## src/rtl/mips_pkg.sv

```systemverilog
// Shared definitions for the multicycle MIPS core: word width, PC vectors
// and the program-counter sequencer state encoding.
package mips_pkg;

   localparam int WORD_W = 32;

   localparam logic [WORD_W-1:0] RESET_VECTOR_DEFAULT = 32'hBFC0_0000;
   localparam logic [WORD_W-1:0] HALT_ADDR_DEFAULT    = 32'h0000_0000;

   typedef enum logic [1:0] {
      PCS_RUN    = 2'd0,
      PCS_DELAY  = 2'd1,
      PCS_HALTED = 2'd2
   } pcs_state_t;

endpackage

```

## src/rtl/pc_sequencer.sv

```systemverilog
// Program-counter sequencer: sequential fetch, one-instruction branch delay
// slot, halt on redirect to HALT_ADDR and sticky misaligned-target detection.
module pc_sequencer
   import mips_pkg::*;
#(
   parameter logic [WORD_W-1:0] RESET_VECTOR = RESET_VECTOR_DEFAULT,
   parameter logic [WORD_W-1:0] HALT_ADDR    = HALT_ADDR_DEFAULT
) (
   input  logic              clk,
   input  logic              reset,
   input  logic              clk_enable,
   input  logic              instr_done,
   input  logic              branch_taken,
   input  logic [WORD_W-1:0] tgt_addr,
   output logic [WORD_W-1:0] pc,
   output logic [WORD_W-1:0] pc_plus4,
   output logic              in_delay_slot,
   output logic              active,
   output logic              misaligned
);

   pcs_state_t        state_reg, state_next;
   logic [WORD_W-1:0] pc_reg, pc_next;
   logic [WORD_W-1:0] held_tgt_reg, held_tgt_next;
   logic              active_reg, active_next;
   logic              misaligned_reg, misaligned_next;
   logic              advance;

   assign advance  = clk_enable && instr_done;
   assign pc_plus4 = pc_reg + WORD_W'(4);

   always_comb begin
      state_next      = state_reg;
      pc_next         = pc_reg;
      held_tgt_next   = held_tgt_reg;
      active_next     = active_reg;
      misaligned_next = misaligned_reg;
      if (advance) begin
         case (state_reg)
            PCS_RUN: begin
               pc_next = pc_plus4;
               if (branch_taken) begin
                  held_tgt_next = tgt_addr;
                  state_next    = PCS_DELAY;
               end
            end
            PCS_DELAY: begin
               // Delay-slot instruction retires; branch inputs are ignored here.
               pc_next = held_tgt_reg;
               if (held_tgt_reg == HALT_ADDR) begin
                  state_next  = PCS_HALTED;
                  active_next = 1'b0;
               end else if (held_tgt_reg[1:0] != 2'b00) begin
                  state_next      = PCS_HALTED;
                  active_next     = 1'b0;
                  misaligned_next = 1'b1;
               end else begin
                  state_next = PCS_RUN;
               end
            end
            default: ;
         endcase
      end
   end

   always_ff @(posedge clk) begin
      if (reset) begin
         state_reg      <= PCS_RUN;
         pc_reg         <= RESET_VECTOR;
         held_tgt_reg   <= '0;
         active_reg     <= 1'b1;
         misaligned_reg <= 1'b0;
      end else begin
         state_reg      <= state_next;
         pc_reg         <= pc_next;
         held_tgt_reg   <= held_tgt_next;
         active_reg     <= active_next;
         misaligned_reg <= misaligned_next;
      end
   end

   assign pc            = pc_reg;
   assign active        = active_reg;
   assign misaligned    = misaligned_reg;
   assign in_delay_slot = (state_reg == PCS_DELAY);

endmodule

```

## config.mk

```make
export PLATFORM = sky130hd
export DESIGN_NAME = pc_sequencer
export DESIGN_NICKNAME = d
export VERILOG_FILES = /design/src/rtl/mips_pkg.sv /design/src/rtl/pc_sequencer.sv
export SDC_FILE = /design/constraint.sdc
export NUM_CORES = 1
export LEC_CHECK = 0
export CAP_MARGIN = 10
export CORE_MARGIN = 5
export CORE_UTILIZATION = 53
export CTS_BUF_LIST = sky130_fd_sc_hd__clkbuf_8
export CTS_CLUSTER_DIAMETER = 30
export CTS_CLUSTER_SIZE = 16
export DETAILED_ROUTE_END_ITERATION = 10
export PLACE_DENSITY_LB_ADDON = 0.05
export REMOVE_ABC_BUFFERS = 1
export SYNTH_ARGS = -nofsm -noshare
export SYNTH_HDL_FRONTEND = slang
export SYNTH_SLANG_ARGS = --single-unit
```

## constraint.sdc

```tcl
create_clock -name clk -period 7.6 [get_ports clk]
set_clock_uncertainty 0.05 [all_clocks]
set_input_delay 2.28 -clock clk [delete_from_list [all_inputs] [get_ports clk]]
set_output_delay 2.28 -clock clk [all_outputs]
set_load 0.05 [all_outputs]
```

==> metrics <==
worst setup path endpoint pc_plus4[20]; CTS Buf Count 9; min Tclk post-route 5720 ps; CTS root buffer clkbuf_8; #FFs+latches synth 68; I/O Pins 104; Peak Freq approximately 0.17 GHz; layout cells sized above 1 0.0542; Worst path slowest cell clkdlybuf4s50_1; Reg clk slew, reported paths 70 ps; Reg2Reg Setup Slack around 5000 ps; post-DP HPWL 7370 um; CTS Hold Bufs 0; post-synthesis cell type count 51; # setup viols final 0; hold crit path type reg2reg; Setup Buffers After CTS 0; Vias/cell 6.08; Fin Setup TNS 0 ps; Antenna Nets Post-Route 0; cell row count 29; Mean Syn Cell Area 7.56 um^2; via count 3835; vias in the first global route 3574; number of port buffers roughly 100; worst-case reg-to-reg path depth 6; most frequent cells in the layout clkdlybuf4s50_1, nand2_1, dfxtp_1; Core ar. 6420 um^2; initial antenna violation count 0; post-layout net count approximately 590; placed insts 614; worst path cell trace ha_1 > nand4_1 > nor4_1 > nand4_1 > xnor2_1 > clkdlybuf4s50_1; Final Cycle Share 0.753; # diodes 0; DR pass1 iterations 5; Worst R2R End pc[18]$_SDFFE_PP0P_; clk sinks a little under 70; drt wl/cell 17.3 um; crit path launch pc[2]$_SDFFE_PP0P_; crit end category primary output; Die X 91.9 um; FFs w/ async S/R, synth 0; Max Transition Viols Final 0; Max stage delay on crit path 820 ps; TritonCTS clock tree done; clk_lat worst skew 340 ps; Worst EP required 5270 ps; Die Area 8440 um^2; Max Cap Viol 0; Worst slew margin 0.212; cell area after synthesis 3550 um^2; number of remaining DRC errors 0; Finished Layout Cells about 630; Filler cells 515; H-Tree Depth 3; Critical Path Start Type register; remaining global-route overflow 0; cell count after synthesis 470; sequential area share after synthesis 0.383; Yosys warnings 0; cell mode on critical path nand4_1; CTS Buffer Depth 2; Pleak 1.72 nW; largest net degree at the start of global routing 60; initial core utilization 0.553; GRT Resource Usage Total 0.253; launching point of the worst reg2reg path pc[2]$_SDFFE_PP0P_; final hold viol count 0; top_reg_cell synth dfxtp_1; most common cell after layout, fill and taps aside clkdlybuf4s50_1; status completed; crit-path max FO 7; # resized after CTS 0; CP Class reg2out; GPL Wtd Cong 0.888; IR drop worst, VDD 123 uV; DRT iter0 DRCs 374; crit path DAT 3390 ps; number of synthesized flops with an enable pin 0; power per standard cell area 188 nW/um^2; Layout Area Growth over Synthesis 35.2%; Die Ht 91.9 um; RSZ-0062 raised after global routing no; first-pass GRT wire length 17300 um; drt total wl 10900 um; Least-Margin Pin Slew 1180 ps
-- layout make-up --
cell class | instances | area, um^2 | area share
sequential | 68 | 1360 | 0.283
clock inverter | 4 | 71.3 | 0.0149
inverter | 13 | 48.8 | 0.0102
tap | 77 | 96.3 | 0.0201
clock buffer | 12 | 165 | 0.0344
timing repair buffer | 107 | 1080 | 0.224
multi-input combinational | 350 | 1980 | 0.413
-- critical path: cells and delay by family, from the launching register on --
family                     cells  cell delay (ps)
xor gates and xnor gates       1              200
adders and majority gates      1              310
buffers and inverters          1              820
DFF                            1              450
and+or+nand+nor                3             1270
-- cells in the mapped netlist, drive strengths merged (3+ instances only) --
master  instances  share of area
xnor2          17          0.042
xor2           12          0.030
nand2b          3         0.0053
and4            3         0.0078
inv            13          0.014
dfxtp          68           0.38
a21o            3         0.0063
mux2i           6          0.017
o221ai          8          0.020
o21ai          19          0.027
nand3          13          0.018
nor3           10          0.014
a21oi          50          0.072
o22ai           7          0.012
a211oi          3         0.0078
a311o           3         0.0085
and3            6          0.011
buf            11          0.017
nand4          11          0.021
nor2           36          0.038
clkbuf         28          0.030
nor4           16          0.033
nand2          96           0.10
-- per-layer routing --
| layer | global-route usage | wire length (um) | vias to the layer above |
|---|---|---|---|
| met1 | 0.320 | 4560 | 1821 |
| met3 | 0.0450 | 922 | 22 |
| met2 | 0.431 | 5200 | 187 |
| met4 | 0.0941 | 204 | 0 |
| met5 | 0 | 0 | - |
| li1 | - | - | 1805 |
-- how the worst min path moves through the flow --
stage | startpoint | end | cells after the start | slack [ps]
3_3_place_gp | active$_SDFFE_PP1P_ | active$_SDFFE_PP1P_ | 1 | 390
4_1_cts | held_tgt_reg[0]$_SDFFE_PP0P_ | held_tgt_reg[0]$_SDFFE_PP0P_ | 2 | 430
6_report | held_tgt_reg[0]$_SDFFE_PP0P_ | held_tgt_reg[0]$_SDFFE_PP0P_ | 2 | 420
5_1_grt | held_tgt_reg[6]$_SDFFE_PP0P_ | held_tgt_reg[6]$_SDFFE_PP0P_ | 2 | 450
3_5_place_dp | active$_SDFFE_PP1P_ | active$_SDFFE_PP1P_ | 1 | 400
2_1_floorplan | held_tgt_reg[8]$_SDFFE_PP0P_ | held_tgt_reg[8]$_SDFFE_PP0P_ | 2 | 390
-- stage by stage --
step	util	hold slack, ps	setup slack, ps	cell area, um^2	power [mW]
CTS	0.743	426	1890	4770	0.906
global placement	0.707	387	2420	4540	0.559
finish	0.748	423	1880	4800	0.904
detailed placement	0.707	405	2270	4540	0.562
global route	0.748	452	1620	4800	0.935
floorplan	-	388	2420	3390	0.490
-- power by group --
part           total [mW]  switching (mW)  internal [mW]
sequential          0.387          0.0180          0.369
clock               0.346           0.136          0.211
combinational       0.171           0.106         0.0649
total               0.904           0.259          0.645
-- kinds of logic after synthesis --
group / share of synthesized area
AOI/OAI and AO/OA: 0.193
adders and majority gates: 0.00352
muxes: 0.0169
DFF: 0.383
and+or+nand+nor: 0.272
xor gates and xnor gates: 0.0715
buffers and inverters: 0.0599
Note: power is estimated with default switching activity, not from simulation.
